$ cat src/rtl/piso_pkg.sv
// Shared definitions for the piso_reg parallel-in serial-out shifter:
// FSM state encoding and the default word width.
package piso_pkg;

    localparam int unsigned PISO_DEFAULT_BW = 8;

    typedef enum logic [1:0] {
        IDLE  = 2'd0,
        SHIFT = 2'd1,
        FLUSH = 2'd2
    } piso_state_e;

endpackage

$ cat src/rtl/piso_skid_buf.sv
// One-entry valid/ready holding register used by piso_reg when built with
// PISO_SKID_EN; ready to accept whenever it is empty.
module piso_skid_buf
    import piso_pkg::*;
#(
    parameter int unsigned WIDTH = PISO_DEFAULT_BW
) (
    input  logic             clk_i,
    input  logic             reset_n_i,
    input  logic             push_i,
    input  logic [WIDTH-1:0] data_i,
    input  logic             pop_i,
    output logic             valid_o,
    output logic [WIDTH-1:0] data_o
);

    always_ff @(posedge clk_i or negedge reset_n_i) begin
        if (!reset_n_i) begin
            valid_o <= 1'b0;
            data_o  <= '0;
        end else if (push_i) begin
            valid_o <= 1'b1;
            data_o  <= data_i;
        end else if (pop_i) begin
            valid_o <= 1'b0;
        end
    end

endmodule

$ cat src/rtl/piso_reg.sv
// Parallel-in serial-out shifter: MSB-first, one bit per shift_en_i strobe,
// plus a trailing flush strobe. Define PISO_SKID_EN for a one-entry input buffer.
module piso_reg
    import piso_pkg::*;
#(
    parameter int unsigned OUTPUT_BW = PISO_DEFAULT_BW
) (
    input  logic                 clk_i,
    input  logic                 reset_n_i,
    input  logic [OUTPUT_BW-1:0] din_bus_i,
    input  logic                 din_valid_i,
    output logic                 din_ready_o,
    input  logic                 shift_en_i,
    output logic                 serial_data_o,
    output logic                 wr_en_o,
    output logic                 busy_o
);

    localparam int unsigned CNT_W = $clog2(OUTPUT_BW) + 1;
    localparam logic [CNT_W-1:0] LAST_BIT = CNT_W'(OUTPUT_BW - 1);

    piso_state_e          state_q, state_d;
    logic [OUTPUT_BW-1:0] sreg_q, sreg_d;
    logic [CNT_W-1:0]     cnt_q, cnt_d;
    logic                 serial_q, serial_d;
    logic                 wr_en_q, wr_en_d;

    logic                 accept;
    logic                 load_en;
    logic [OUTPUT_BW-1:0] load_word;
    logic                 flush_done;

    assign flush_done = (state_q == FLUSH) && shift_en_i;
    assign accept     = din_valid_i && din_ready_o;

`ifdef PISO_SKID_EN
    logic                 skid_valid;
    logic [OUTPUT_BW-1:0] skid_data;
    logic                 load_direct;
    logic                 load_skid;

    // Shifter takes the buffered word first; a fresh word bypasses the buffer
    // only when the shifter is free to load on this edge.
    assign din_ready_o = reset_n_i && !skid_valid;
    assign load_skid   = skid_valid && ((state_q == IDLE) || flush_done);
    assign load_direct = accept && ((state_q == IDLE) || flush_done);
    assign load_en     = load_skid || load_direct;
    assign load_word   = load_skid ? skid_data : din_bus_i;

    piso_skid_buf #(
        .WIDTH (OUTPUT_BW)
    ) u_skid (
        .clk_i     (clk_i),
        .reset_n_i (reset_n_i),
        .push_i    (accept && !load_direct),
        .data_i    (din_bus_i),
        .pop_i     (load_skid),
        .valid_o   (skid_valid),
        .data_o    (skid_data)
    );
`else
    assign din_ready_o = reset_n_i && (state_q == IDLE);
    assign load_en     = accept;
    assign load_word   = din_bus_i;
`endif

    always_comb begin
        state_d  = state_q;
        sreg_d   = sreg_q;
        cnt_d    = cnt_q;
        serial_d = serial_q;
        wr_en_d  = 1'b0;
        case (state_q)
            IDLE: begin
                if (load_en) begin
                    sreg_d  = load_word;
                    cnt_d   = '0;
                    state_d = SHIFT;
                end
            end
            SHIFT: begin
                if (shift_en_i) begin
                    serial_d = sreg_q[OUTPUT_BW-1];
                    wr_en_d  = 1'b1;
                    sreg_d   = {sreg_q[OUTPUT_BW-2:0], 1'b0};
                    // Counter parks on the last bit index instead of wrapping.
                    if (cnt_q == LAST_BIT) begin
                        state_d = FLUSH;
                    end else begin
                        cnt_d = cnt_q + CNT_W'(1);
                    end
                end
            end
            FLUSH: begin
                if (shift_en_i) begin
                    wr_en_d  = 1'b1;
                    serial_d = 1'b0;
                    if (load_en) begin
                        sreg_d  = load_word;
                        cnt_d   = '0;
                        state_d = SHIFT;
                    end else begin
                        state_d = IDLE;
                    end
                end
            end
            default: begin
                state_d = IDLE;
            end
        endcase
    end

    always_ff @(posedge clk_i or negedge reset_n_i) begin
        if (!reset_n_i) begin
            state_q  <= IDLE;
            sreg_q   <= '0;
            cnt_q    <= '0;
            serial_q <= 1'b0;
            wr_en_q  <= 1'b0;
        end else begin
            state_q  <= state_d;
            sreg_q   <= sreg_d;
            cnt_q    <= cnt_d;
            serial_q <= serial_d;
            wr_en_q  <= wr_en_d;
        end
    end

    assign serial_data_o = serial_q;
    assign wr_en_o       = wr_en_q;
    assign busy_o        = (state_q != IDLE);

endmodule

$ cat config.mk
export PLATFORM = sky130hd
export DESIGN_NAME = piso_reg
export DESIGN_NICKNAME = d
export VERILOG_FILES = /design/src/rtl/piso_pkg.sv /design/src/rtl/piso_skid_buf.sv /design/src/rtl/piso_reg.sv
export SDC_FILE = /design/constraint.sdc
export NUM_CORES = 1
export LEC_CHECK = 0
export BUFFER_PORTS_ARGS = -buffer_cell sky130_fd_sc_hd__buf_4
export CAP_MARGIN = 20
export CORE_MARGIN = 2
export CORE_UTILIZATION = 45
export CTS_BUF_LIST = sky130_fd_sc_hd__clkbuf_16
export CTS_CLUSTER_DIAMETER = 200
export DETAILED_ROUTE_END_ITERATION = 8
export PLACE_DENSITY = 0.63
export SYNTH_ARGS = -nofsm -noshare
export SYNTH_HDL_FRONTEND = slang
export SYNTH_SLANG_ARGS = --single-unit
$ cat constraint.sdc
create_clock -name clk_i -period 3.81 [get_ports clk_i]
set_input_delay 0.1905 -clock clk_i [delete_from_list [all_inputs] [get_ports clk_i]]
set_output_delay 0.1905 -clock clk_i [all_outputs]
set_load 0.03 [all_outputs]
# After elaboration in Yosys (flattened, before gate mapping)
# Index checks and enable logic that the tools add are counted.
[totals]
ff_bits = 16
input_bits = 12
[op_classes]
reduce_logical = 11
muxes = 20
addsub = 1
n_eq_ne = 8
[ops]
columns = ["operator", "n"]
rows = [
  ["2-to-1 mux 8 bit", 3],
  ["case mux 8 bit (3 select lines)", 1],
  ["2-to-1 mux 4 bit", 4],
  ["case mux 4 bit (3 select lines)", 1],
  ["!= test 2 bit (second input constant)", 5],
  ["2-to-1 mux 2 bit", 4],
  ["AND reduction 4 bit", 2],
  ["case mux 2 bit (3 select lines)", 1],
  ["AND reduction 3 bit", 2],
  ["2-to-1 mux 1 bit", 5],
  ["adder 4 x 1 -> 4 bit (second input constant)", 1],
  ["== test 4 x 3 -> 1 bit (second input constant)", 1],
  ["nonzero test 2 bit", 2],
  ["nonzero test 3 bit", 1],
  ["== test 2 x 1 -> 1 bit (second input constant)", 1],
  ["== test 2 bit (second input constant)", 1],
  ["logical AND 1 bit", 2],
  ["zero test 2 bit", 1],
  ["case mux 1 bit (2 select lines)", 1],
  ["OR reduction 2 bit", 1],
]

# Logic depth before layout (Yosys ltp)
# Gate-level depths: netlist (run 1).
[depth]
word_depth = 6
ltp_mapped = 7
depth_no_buf = 5

# Worst setup path after synthesis (run 1)
# Ideal clock, no wire load.
[synth_timing]
kind = "register to register"
startpoint = "register state_q[0]"
endpoint = "register sreg_q[0]"
setup_slack_ps = 2006
t_arrival_ps = 1679
n_path_buf = 2
setup_time_ps = 125
required_ps = 3685
stages_incl_launch_ff = 8
path_cell_list = "dfrtp_1 -> inv_1 -> ha_1 -> o21ba_1 -> buf_6 -> a211o_1 -> buf_6 -> mux2_4"
[synth_via]
elab_chain_cells = 6
word_cells_on_any_way = 12
cone_classes = "eq/ne (4); mux (3); reduce/logical (5)"
[synth_lines]
columns = ["item", "line", "source"]
rows = [
  ["from (decl)", "piso_reg.sv:22", "piso_state_e state_q, state_d;"],
  ["from (signal assigned)", "piso_reg.sv:121", "state_q <= state_d;"],
  ["zero test 2 bit", "piso_reg.sv:62, piso_reg.sv:73", ""],
  ["logical AND 1 bit", "piso_reg.sv:62", "assign din_ready_o = reset_n_i && (state_q == IDLE);"],
  ["logical AND 1 bit", "piso_reg.sv:34", "assign accept = din_valid_i && din_ready_o;"],
  ["2-to-1 mux 8 bit (2 in series)", "--", ""],
  ["case mux 8 bit (3 select lines)", "piso_reg.sv:73", "case (state_q)"],
  ["to (signal assigned)", "piso_reg.sv:122", "sreg_q <= sreg_d;"],
  ["to (decl)", "piso_reg.sv:23", "logic [OUTPUT_BW-1:0] sreg_q, sreg_d;"],
]
# Parallel ways exist; a longest one is shown, timed or not. The select of a mux whose other input is x is not followed.
# A chain may end at the register's enable or synchronous reset.

# Final worst setup path (run 1)
[layout_timing]
startpoint = "register state_q[1]"
endpoint = "register sreg_q[2]"
# The elaborated chain is that of the path after synthesis.

==> insert_results.sql, run 1 <==
INSERT INTO impl_metrics (metric_group, metric, value, unit) VALUES
('logic_synthesis', 'seq_area_frac_synth', '40.8', '%'),
('place', 'place_hpwl', '1220', 'um'),
('setup_path', 'setup.reg_to_reg.worst_slack', '1.27', 'ns'),
('cells_and_area', 'multi_input_comb_area', '532', 'um^2'),
('grt', 'grt_antenna_before_repair', '0', ''),
('setup_path', 'endpoint_kind', 'register', ''),
('power_and_ir_drop', 'totalPowerFinal', '1.07', 'mW'),
('grt', 'globalRoute.totalOverflow', '0', ''),
('clock_tree', 'cts_tree', 'done', ''),
('floorplan', 'io_pins', '16', ''),
('flow_run', 'timing.max_cap.violations', '0', ''),
('logic_synthesis', 'synth_area_leaders', 'sky130_fd_sc_hd__dfrtp_1, sky130_fd_sc_hd__mux2_4, sky130_fd_sc_hd__mux2_2, sky130_fd_sc_hd__ha_1, sky130_fd_sc_hd__buf_6', ''),
('cells_and_area', 'instances_no_fill', '125', ''),
('logic_synthesis', 'dominantRegCellSynth', 'sky130_fd_sc_hd__dfrtp_1', ''),
('cells_and_area', 'fillerInstances', '183', ''),
('floorplan', 'fp.coreArea', '2000', 'um^2'),
('floorplan', 'die_y', '50.7', 'um'),
('worst_hold_path', 'hold_path_class', 'primary input to register', ''),
('place', 'place.gp.congestion', '0.737', ''),
('sta', 'layout_worst_path_cycle_share', '66.6', '%'),
('drt', 'wire_per_inst', '13.9', 'um'),
('grt', 'globalRouteTotalUtil', '15.6', '%'),
('clock_tree', 'clock_tree.buffer_depth', '2', ''),
('place', 'placed_area', '1100', 'um^2'),
('floorplan', 'rows', '16', ''),
('logic_synthesis', 'ys_warn_count', '0', ''),
('cells_and_area', 'fin_util', '59.1', '%'),
('logic_synthesis', 'synth.most_common_cell', 'sky130_fd_sc_hd__dfrtp_1', ''),
('setup_path', 'timing.reg2reg.worst_path_depth', '5', ''),
('grt', 'vias_in_the_first_global_route', '669', ''),
('sta', 'measured_slew_at_the_worst_slew_check_pin', '0.737', 'ns'),
('cells_and_area', 'syn_to_final_growth', '20.4', '%'),
('sta', 'slew_viol_final', '0', ''),
('sta', 'achievable-frequency', '394', 'MHz'),
('logic_synthesis', 'syn_area_per_cell', '11.8', 'um^2'),
('worst_hold_path', 'worstHoldStart', 'shift_en_i', ''),
('logic_synthesis', 'synthTopCellsByCount', 'sky130_fd_sc_hd__dfrtp_1, sky130_fd_sc_hd__mux2_2, sky130_fd_sc_hd__mux2_4, sky130_fd_sc_hd__ha_1, sky130_fd_sc_hd__inv_1', ''),
('sta', 'rsz0062_at_grt', 'false', ''),
('logic_synthesis', 'synth_fp_nets', '101', ''),
('drt', 'detailedRoute.firstIterationViolations', '5', ''),
('cells_and_area', 'layout-drive-gt1-share', '38.8', '%'),
('clock_tree', 'cts_buffers', '3', ''),
('status', 'outcome', 'complete, no violations', ''),
('drt', 'routed_wl', '1730', 'um'),
('floorplan', 'die_w', '50.7', 'um'),
('clock_tree', 'cts_repair_resize_count', '0', ''),
('grt', 'grt_first_pass_wirelength', '2950', 'um'),
('sta', 'tns', '0', 'ns'),
('clock_tree', 'worstSkewPairLatency', '0.24', 'ns'),
('clock_tree', 'clock_h_tree_levels', '1', ''),
('place', 'port-buffer-count', '15', ''),
('drt', 'avgViaCountPerCell', '5.62', ''),
('power_and_ir_drop', 'leakagePower', '0.582', 'nW'),
('logic_synthesis', 'synth.cell_area', '982', 'um^2'),
('cells_and_area', 'final-seq-area', '400', 'um^2'),
('setup_path', 'worst_ep_arrival_time', '2.67', 'ns'),
('clock_tree', 'tritoncts_num_sinks', '16', ''),
('drt', 'first_pass_iters', '4', ''),
('sta', 'finalWorstPathRequiredPeriod', '2.54', 'ns'),
('setup_path', 'worst_setup_path_start_kind', 'register', ''),
('setup_path', 'path_max_fanout', '20', ''),
('logic_synthesis', 'synth_edf_count', '0', ''),
('power_and_ir_drop', 'power.density_cell_area', '903', 'nW/um^2'),
('drt', 'drcViolationCount', '0', ''),
('setup_path', 'crit_required', '3.94', 'ns'),
('grt', 'maximum_number_of_pins_on_one_net_before_global_route_repair', '21', ''),
('sta', 'final_hold_viol_count', '0', ''),
('logic_synthesis', 'synthesis.instances', '83', ''),
('power_and_ir_drop', 'vdd.ir_drop.worst', '467', 'uV'),
('sta', 'setup-violations-final', '0', ''),
('sta', 'relSlewSlack', '50.9', '%');
==> report_power, final <==
group          switching (mW)  internal, mW  total (mW)
combinational           0.251         0.297       0.548
sequential             0.0642         0.255       0.319
clock                  0.0630         0.138       0.201
==> worst max-delay path, stage by stage, from the launching register on <==
cell and delay [ns]:
sky130_fd_sc_hd__dfrtp_1 0.40, sky130_fd_sc_hd__inv_1 0.13, sky130_fd_sc_hd__ha_1 0.65, sky130_fd_sc_hd__o21ba_1 0.43
sky130_fd_sc_hd__a211o_1 0.46, sky130_fd_sc_hd__mux2_4 0.35
==> per-stage QoR <==
step / hold WS (ns) / setup slack [ns]
floorplan: -0.105 / 2.01
detailed placement: 0.0814 / 1.28
finish: 0.175 / 1.27
global route: 0.178 / 1.13
CTS: 0.175 / 1.28
global placement: 0.0772 / 1.33
==> final cells by class <==
type / count / area share (%)
Timing Repair Buffer: 16 / 10.4
Inverter: 5 / 1.59
Clock buffer: 3 / 6.35
Sequential cell: 16 / 33.9
Multi-Input combinational cell: 58 / 45.0
Tap cell: 27 / 2.86
==> worst max-delay path by stage <==
stage / from / end / slack [ns]
2_1_floorplan: state_q[0] / sreg_q[0] / 2.01
3_3_place_gp: state_q[1] / sreg_q[1] / 1.33
3_5_place_dp: state_q[1] / sreg_q[2] / 1.28
5_1_grt: state_q[1] / sreg_q[2] / 1.13
6_report: state_q[1] / sreg_q[2] / 1.27
4_1_cts: state_q[1] / sreg_q[2] / 1.28
==> layout by cell type, fill, tap and decap left out, drive strengths merged, types with 2 or more instances in the layout <==
cell type,instances
mux2,16
dfrtp,16
buf,15
nand3,2
nand2,2
nor3,2
ha,6
a21oi,3
and2,2
inv,5
clkbuf,3
nor4,3
and3,4
a221o,2
a211o,4
==> metal layers <==
| metal | track usage (%) | vias up | routed length [um] |
|---|---|---|---|
| li1 | - | 338 | - |
| met2 | 25.2 | 23 | 826 |
| met3 | 4.46 | 4 | 101 |
| met5 | 0 | - | 0 |
| met4 | 6.76 | 0 | 25 |
| met1 | 19.4 | 338 | 779 |
==> state kept, by name (all words and copies together), names as in the netlist <==
name and count:
sreg_q 8, state_q 2, wr_en_o 1, serial_data_o 1
cnt_q 4
==> what timing repair did <==
| item | CTS | global route |
|---|---|---|
| endpoints found under the setup margin | 0 | 0 |
| hold buffers | 1 | 0 |
| hold endpoints to repair | 16 | 0 |
==> logic make-up after synthesis <==
logic type | Yosys count | synth area share, %
compound gates | 15 | 12.1
fa+ha+maj | 6 | 7.64
buf+inv | 9 | 5.09
flops | 16 | 40.8
mux | 16 | 21.4
simple gates | 21 | 13.0
Note: power is estimated with default switching activity, not from simulation.
==> run 2, diff against run 1 <==
==> constraint.sdc (replaced) <==
create_clock -name clk_i -period 2.35 [get_ports clk_i]
set_input_delay 0.1175 -clock clk_i [delete_from_list [all_inputs] [get_ports clk_i]]
set_output_delay 0.1175 -clock clk_i [all_outputs]
set_load 0.03 [all_outputs]
==> run 2 against run 1 <==
- combinational power rose by 68%
- routed wire length rose by 6.1%
- critical path type unchanged
- largest power group unchanged
- non-clock buffer count rose by 3
- clock skew rose by 0.00075 ns
- largest cell class unchanged
- final area rose by 2.2%
==> insert_results.sql, run 2 (synthesis results as in run 1) <==
INSERT INTO impl_metrics (metric_group, metric, value, unit) VALUES
('sta', 'tns', '0', 'ns'),
('floorplan', 'die_y', '50.7', 'um'),
('sta', 'rsz0062_at_grt', 'false', ''),
('sta', 'hold_slack', '0.0929', 'ns'),
('setup_path', 'cp-endpoint', 'cnt_q[0]', ''),
('place', 'place.gp.congestion', '0.775', ''),
('floorplan', 'floorplan.initialDensity', '49.1', '%'),
('cells_and_area', 'final_cell_mix', 'sky130_fd_sc_hd__buf_4, sky130_fd_sc_hd__dfrtp_1, sky130_fd_sc_hd__mux2_2, sky130_fd_sc_hd__mux2_4, sky130_fd_sc_hd__ha_1', ''),
('cells_and_area', 'diodes', '0', ''),
('grt', 'grt_first_pass_wirelength', '3310', 'um'),
('drt', 'first_pass_iters', '4', ''),
('power_and_ir_drop', 'leakagePower', '0.598', 'nW'),
('drt', 'detailedRoute.firstIterationViolations', '9', ''),
('place', 'place_hpwl', '1340', 'um'),
('status', 'outcome', 'complete, no violations', ''),
('setup_path', 'setup.worst_path.start', 'state_q[0]', ''),
('grt', 'globalRouteTotalUtil', '17.2', '%'),
('clock_tree', 'cts-root-buf', 'sky130_fd_sc_hd__clkbuf_16', ''),
('grt', 'grt_antenna_before_repair', '0', ''),
('worst_hold_path', 'hold_path_class', 'primary input to register', ''),
('cells_and_area', 'layout.cells.most_common', 'sky130_fd_sc_hd__buf_4', ''),
('clock_tree', 'cts_setup_buffers', '0', ''),
('cells_and_area', 'number_of_nets_in_the_layout', '121', ''),
('grt', 'grt_use_met2', '26.8', '%'),
('sta', 'finalWorstPathRequiredPeriod', '1.91', 'ns'),
('clock_tree', 'clock_tree.buffer_depth', '2', ''),
('clock_tree', 'clock_h_tree_levels', '1', ''),
('setup_path', 'worst_setup_path_start_kind', 'register', ''),
('setup_path', 'crit_required', '2.48', 'ns'),
('drt', 'wire_per_inst', '14.3', 'um'),
('cells_and_area', 'registers_with_the_most_flip_flops', 'sreg_q: 8 flops, cnt_q: 4 flops, state_q: 2 flops', ''),
('sta', 'timing.clock.skew', '0.00303', 'ns'),
('grt', 'maximum_number_of_pins_on_one_net_before_global_route_repair', '21', ''),
('sta', 'achievable-frequency', '522', 'MHz'),
('drt', 'via_count', '697', ''),
('clock_tree', 'cts_buffers', '3', ''),
('drt', 'drcViolationCount', '0', ''),
('grt', 'global_route.usage.met1', '22.7', '%'),
('grt', 'vias_in_the_first_global_route', '735', ''),
('floorplan', 'io_pins', '16', ''),
('setup_path', 'worst_r2r_endpoint', 'cnt_q[0]', ''),
('clock_tree', 'tritoncts_num_sinks', '16', ''),
('setup_path', 'worst_r2r_startpoint', 'state_q[0]', ''),
('clock_tree', 'worstSkewPairLatency', '0.25', 'ns'),
('power_and_ir_drop', 'power.density_cell_area', '1470', 'nW/um^2'),
('setup_path', 'setup.reg_to_reg.worst_slack', '0.44', 'ns'),
('clock_tree', 'cts_repair_resize_count', '0', ''),
('grt', 'global_route_hottest_layer', 'met2', ''),
('clock_tree', 'cts_tree', 'done', ''),
('cells_and_area', 'register_name_with_the_most_flops', 'sreg_q', ''),
('clock_tree', 'cts.reportedPaths.clkPinSlew', '0.05', 'ns'),
('sta', 'relSlewSlack', '70.0', '%'),
('setup_path', 'worst_ep_arrival_time', '2.04', 'ns'),
('power_and_ir_drop', 'totalPowerFinal', '1.77', 'mW'),
('floorplan', 'die_w', '50.7', 'um'),
('cells_and_area', 'fillerInstances', '184', ''),
('floorplan', 'rows', '16', ''),
('drt', 'routed_wl', '1840', 'um'),
('cells_and_area', 'layout-drive-gt1-share', '40.2', '%'),
('setup_path', 'timing.reg2reg.worst_path_depth', '6', ''),
('drt', 'avgViaCountPerCell', '5.40', ''),
('cells_and_area', 'syn_to_final_growth', '23.1', '%'),
('flow_run', 'timing.max_cap.violations', '0', ''),
('sta', 'setup-violations-final', '0', ''),
('floorplan', 'die-area', '2570', 'um^2'),
('drt', 'drtAntennaViolNets', '0', ''),
('power_and_ir_drop', 'vdd.ir_drop.worst', '777', 'uV'),
('sta', 'measured_slew_at_the_worst_slew_check_pin', '0.450', 'ns'),
('sta', 'final_hold_viol_count', '0', ''),
('place', 'port-buffer-count', '15', ''),
('setup_path', 'path_max_fanout', '9', ''),
('sta', 'slew_viol_final', '0', ''),
('setup_path', 'setup.worst_path.class', 'register to register', ''),
('grt', 'met3_demand_to_capacity_share_in_global_routing', '2.68', '%'),
('sta', 'layout_worst_path_cycle_share', '81.5', '%'),
('setup_path', 'endpoint_kind', 'register', ''),
('floorplan', 'fp.coreArea', '2000', 'um^2'),
('cells_and_area', 'largest_reg_flops', '8', ''),
('grt', 'globalRoute.totalOverflow', '0', ''),
('clock_tree', 'cts_hold_buffers_added', '1', '');
==> run 2: metal layers <==
metal | up-vias | routed length (um)
met2 | 9 | 865
met3 | 2 | 39
met1 | 339 | 912
li1 | 347 | -
met5 | - | 0
met4 | 0 | 21
==> run 2: how the worst min path moves through the flow <==
stage,depth (start not counted),to,from
after global placement,1,cnt_q[0],reset_n_i
final,2,serial_data_o,shift_en_i
after floorplan,0,cnt_q[0],reset_n_i
after CTS,2,serial_data_o,shift_en_i
after global routing,2,serial_data_o,shift_en_i
after detailed placement,1,cnt_q[0],reset_n_i
==> run 2: per-stage QoR <==
| stage | worst slack, ns | std cells | cell area, um^2 | util [%] |
|---|---|---|---|---|
| 6_report | 0.435 | 129 | 1210 | 60.4 |
| 5_1_grt | 0.330 | 129 | 1210 | 60.4 |
| 4_1_cts | 0.425 | 129 | 1210 | 60.4 |
| 3_5_place_dp | 0.444 | 124 | 1120 | 55.9 |
| 3_3_place_gp | 0.465 | 124 | 1120 | 55.9 |
| 2_1_floorplan | 0.546 | 83 | 982 | - |
==> run 2: final cells by class <==
type                    count  area [um^2]  area share (%)
multi-input cells          58          532            44.0
flip-flops and latches     16          400            33.1
repair buffers             19          145            12.0
clock buffers               3         75.1            6.21
well taps                  27         33.8            2.80
inverters                   5         18.8            1.55
clock inverters             1         3.75           0.311
==> run 2: where the power goes <==
group	leakage [nW]	switching, mW	total, mW	internal (mW)
clock	0.0385	0.106	0.331	0.226
combinational	0.362	0.411	0.922	0.511
sequential	0.197	0.108	0.521	0.413
==> run 2: worst max-delay path, cell delays in order, from the launching register on <==
cell and delay [ns]:
sky130_fd_sc_hd__dfrtp_1 0.43, sky130_fd_sc_hd__inv_1 0.11, sky130_fd_sc_hd__ha_1 0.22, sky130_fd_sc_hd__o21ba_1 0.18, sky130_fd_sc_hd__buf_4 0.16, sky130_fd_sc_hd__a211o_2 0.34, sky130_fd_sc_hd__a221o_1 0.35
==> run 3, diff against run 2 <==
==> constraint.sdc (replaced) <==
create_clock -name clk_i -period 2 [get_ports clk_i]
set_input_delay 0.1 -clock clk_i [delete_from_list [all_inputs] [get_ports clk_i]]
set_output_delay 0.1 -clock clk_i [all_outputs]
set_load 0.03 [all_outputs]
==> run 3 against run 2 <==
- first-iteration DRC count shrank 22%
- count of clock-buffer cells in the layout is the same
- critical path depth shrank 1
- die area is the same
- via count grew 2.2%
- sequential share of layout area grew 0.069 points
- critical path type unchanged
- largest power group unchanged
==> insert_results.sql, run 3 (synthesis results as in run 1) <==
INSERT INTO impl_metrics (metric_group, metric, value, unit) VALUES
('status', 'outcome', 'complete, no violations', ''),
('grt', 'vias_in_the_first_global_route', '729', ''),
('setup_path', 'setup.reg_to_reg.worst_slack', '0.13', 'ns'),
('cells_and_area', 'registers_with_the_most_flip_flops', 'sreg_q: 8 flops, cnt_q: 4 flops, state_q: 2 flops', ''),
('sta', 'rsz0062_at_grt', 'false', ''),
('sta', 'achievable-frequency', '534', 'MHz'),
('sta', 'final_hold_viol_count', '0', ''),
('sta', 'relSlewSlack', '78.1', '%'),
('power_and_ir_drop', 'seq_power_share', '29.0', '%'),
('drt', 'via_count', '712', ''),
('place', 'port-buffer-count', '15', ''),
('sta', 'tns', '0', 'ns'),
('power_and_ir_drop', 'vdd.ir_drop.worst', '929', 'uV'),
('cells_and_area', 'fillerInstances', '183', ''),
('drt', 'routed_wl', '1940', 'um'),
('grt', 'grt_antenna_before_repair', '0', ''),
('power_and_ir_drop', 'p_switching', '0.739', 'mW'),
('power_and_ir_drop', 'power.density_cell_area', '1730', 'nW/um^2'),
('grt', 'globalRoute.totalOverflow', '0', ''),
('sta', 'layout_worst_path_cycle_share', '93.6', '%'),
('clock_tree', 'cts_buffers', '3', ''),
('cells_and_area', 'fin_util', '60.3', '%'),
('cells_and_area', 'largest_reg_flops', '8', ''),
('sta', 'setup-violations-final', '0', ''),
('power_and_ir_drop', 'leakagePower', '0.596', 'nW'),
('grt', 'globalRouteTotalUtil', '17.7', '%'),
('floorplan', 'fp.coreArea', '2000', 'um^2'),
('drt', 'first_pass_iters', '4', ''),
('power_and_ir_drop', 'power.clock.fraction', '18.3', '%'),
('place', 'place_hpwl', '1390', 'um'),
('floorplan', 'io_pins', '16', ''),
('worst_hold_path', 'hold_path_class', 'primary input to register', ''),
('clock_tree', 'tritoncts_num_sinks', '16', ''),
('worst_hold_path', 'worst_hold_path.endpoint', 'serial_data_o', ''),
('clock_tree', 'cts-root-buf', 'sky130_fd_sc_hd__clkbuf_16', ''),
('power_and_ir_drop', 'p_comb_share', '52.6', '%'),
('drt', 'drcViolationCount', '0', ''),
('setup_path', 'worst_r2r_startpoint', 'state_q[0]', ''),
('clock_tree', 'worstSkewPairLatency', '0.25', 'ns'),
('cells_and_area', 'register_name_with_the_most_flops', 'sreg_q', ''),
('drt', 'detailedRoute.firstIterationViolations', '7', ''),
('grt', 'grt_first_pass_wirelength', '3300', 'um'),
('drt', 'drtAntennaViolNets', '0', ''),
('sta', 'timing.clock.skew', '0.00192', 'ns'),
('drt', 'wire_per_inst', '15.2', 'um'),
('setup_path', 'worst_r2r_endpoint', 'sreg_q[6]', ''),
('cells_and_area', 'syn_to_final_growth', '22.8', '%'),
('sta', 'slew_viol_final', '0', ''),
('clock_tree', 'cts_setup_buffers', '0', ''),
('clock_tree', 'cts.reportedPaths.clkPinSlew', '0.05', 'ns'),
('flow_run', 'timing.max_cap.violations', '0', ''),
('floorplan', 'die_w', '50.7', 'um'),
('power_and_ir_drop', 'p_sw_share', '35.3', '%'),
('setup_path', 'timing.reg2reg.worst_path_depth', '5', ''),
('cells_and_area', 'layout-drive-gt1-share', '41.6', '%'),
('cells_and_area', 'final_cell_mix', 'sky130_fd_sc_hd__buf_4, sky130_fd_sc_hd__dfrtp_1, sky130_fd_sc_hd__mux2_2, sky130_fd_sc_hd__mux2_4, sky130_fd_sc_hd__ha_1', ''),
('power_and_ir_drop', 'internal-power', '1.35', 'mW'),
('setup_path', 'worst_ep_arrival_time', '2.00', 'ns'),
('setup_path', 'setup.worst_path.class', 'register to register', ''),
('drt', 'avgViaCountPerCell', '5.56', ''),
('worst_hold_path', 'worstHoldStart', 'shift_en_i', ''),
('cells_and_area', 'diodes', '0', ''),
('power_and_ir_drop', 'totalPowerFinal', '2.09', 'mW'),
('clock_tree', 'clock_tree.buffer_depth', '2', ''),
('setup_path', 'crit_required', '2.13', 'ns'),
('cells_and_area', 'number_of_nets_in_the_layout', '121', ''),
('place', 'place.gp.congestion', '0.718', ''),
('clock_tree', 'clock_h_tree_levels', '1', ''),
('sta', 'finalWorstPathRequiredPeriod', '1.87', 'ns'),
('setup_path', 'endpoint_kind', 'register', ''),
('grt', 'maximum_number_of_pins_on_one_net_before_global_route_repair', '21', ''),
('floorplan', 'die-area', '2570', 'um^2'),
('sta', 'measured_slew_at_the_worst_slew_check_pin', '0.324', 'ns'),
('floorplan', 'die_y', '50.7', 'um'),
('setup_path', 'path_max_fanout', '8', ''),
('floorplan', 'floorplan.initialDensity', '49.1', '%'),
('clock_tree', 'cts_tree', 'done', ''),
('cells_and_area', 'layout.cells.most_common', 'sky130_fd_sc_hd__buf_4', ''),
('setup_path', 'worst_setup_path_start_kind', 'register', ''),
('worst_hold_path', 'worst_hold_path.num_cells', '2', ''),
('floorplan', 'rows', '16', '');
[run 3: cell count changes in the layout (fill, tap and decap cells not counted), sizes merged]
cell	previous run	this run
clkinv	1	0
[run 3: how the worst max path moves through the flow]
| stage | to | from | depth (start not counted) | slack, ns |
|---|---|---|---|---|
| 2_1_floorplan | sreg_q[0] | state_q[0] | 7 | 0.20 |
| 3_3_place_gp | sreg_q[6] | state_q[0] | 5 | 0.12 |
| 3_5_place_dp | sreg_q[6] | state_q[0] | 5 | 0.09 |
| 4_1_cts | sreg_q[6] | state_q[0] | 5 | 0.06 |
| 5_1_grt | sreg_q[6] | state_q[0] | 5 | 0.06 |
| 6_report | sreg_q[6] | state_q[0] | 5 | 0.13 |
[run 3: per-layer routing]
layer | vias to the layer above | GRT usage (%) | part of all wire [%] | routed length [um]
li1 | 346 | - | - | -
met1 | 345 | 19.1 | 43 | 843
met2 | 16 | 32.2 | 51 | 991
met3 | 5 | 4.46 | 3.4 | 66
met4 | 0 | 8.11 | 2.0 | 39
met5 | - | 0 | 0 | 0
[run 3: power groups by stage]
stage	registers, mW	logic (mW)	clock network, mW
2_1_floorplan	0.613	0.858	0
3_3_place_gp	0.606	1.07	0
3_5_place_dp	0.608	1.10	0
4_1_cts	0.609	1.11	0.395
5_1_grt	0.630	1.20	0.405
6_report	0.607	1.10	0.384
[run 3: critical path, stage by stage (launching register included)]
cell and delay, ns:
sky130_fd_sc_hd__dfrtp_1 0.42, sky130_fd_sc_hd__inv_1 0.10, sky130_fd_sc_hd__ha_1 0.23, sky130_fd_sc_hd__o21ba_1 0.22, sky130_fd_sc_hd__a211o_2 0.44, sky130_fd_sc_hd__mux2_4 0.33
[run 3: timing repair]
item	4_1_cts	5_1_grt
hold buffers	1	0
resized for setup	0	1
setup endpoints to repair	0	5
hold endpoints to repair	16	0
[run 3: metrics by stage]
step,hold WS [ns],std cells,setup slack [ns],cell area (um^2)
2_1_floorplan,-0.196,83,0.196,982
3_3_place_gp,-0.0116,124,0.123,1120
3_5_place_dp,-0.00707,124,0.0883,1120
4_1_cts,0.0774,128,0.0574,1200
5_1_grt,0.0789,128,0.0591,1210
6_report,0.0819,128,0.128,1210
[run 3: cell type report]
| type | count | area (um^2) | area share, % |
|---|---|---|---|
| Inverter | 5 | 18.8 | 1.56 |
| Tap cell | 27 | 33.8 | 2.80 |
| Sequential cell | 16 | 400 | 33.2 |
| Clock buffer | 3 | 75.1 | 6.22 |
| Timing Repair Buffer | 19 | 145 | 12.0 |
| Multi-Input combinational cell | 58 | 533 | 44.2 |
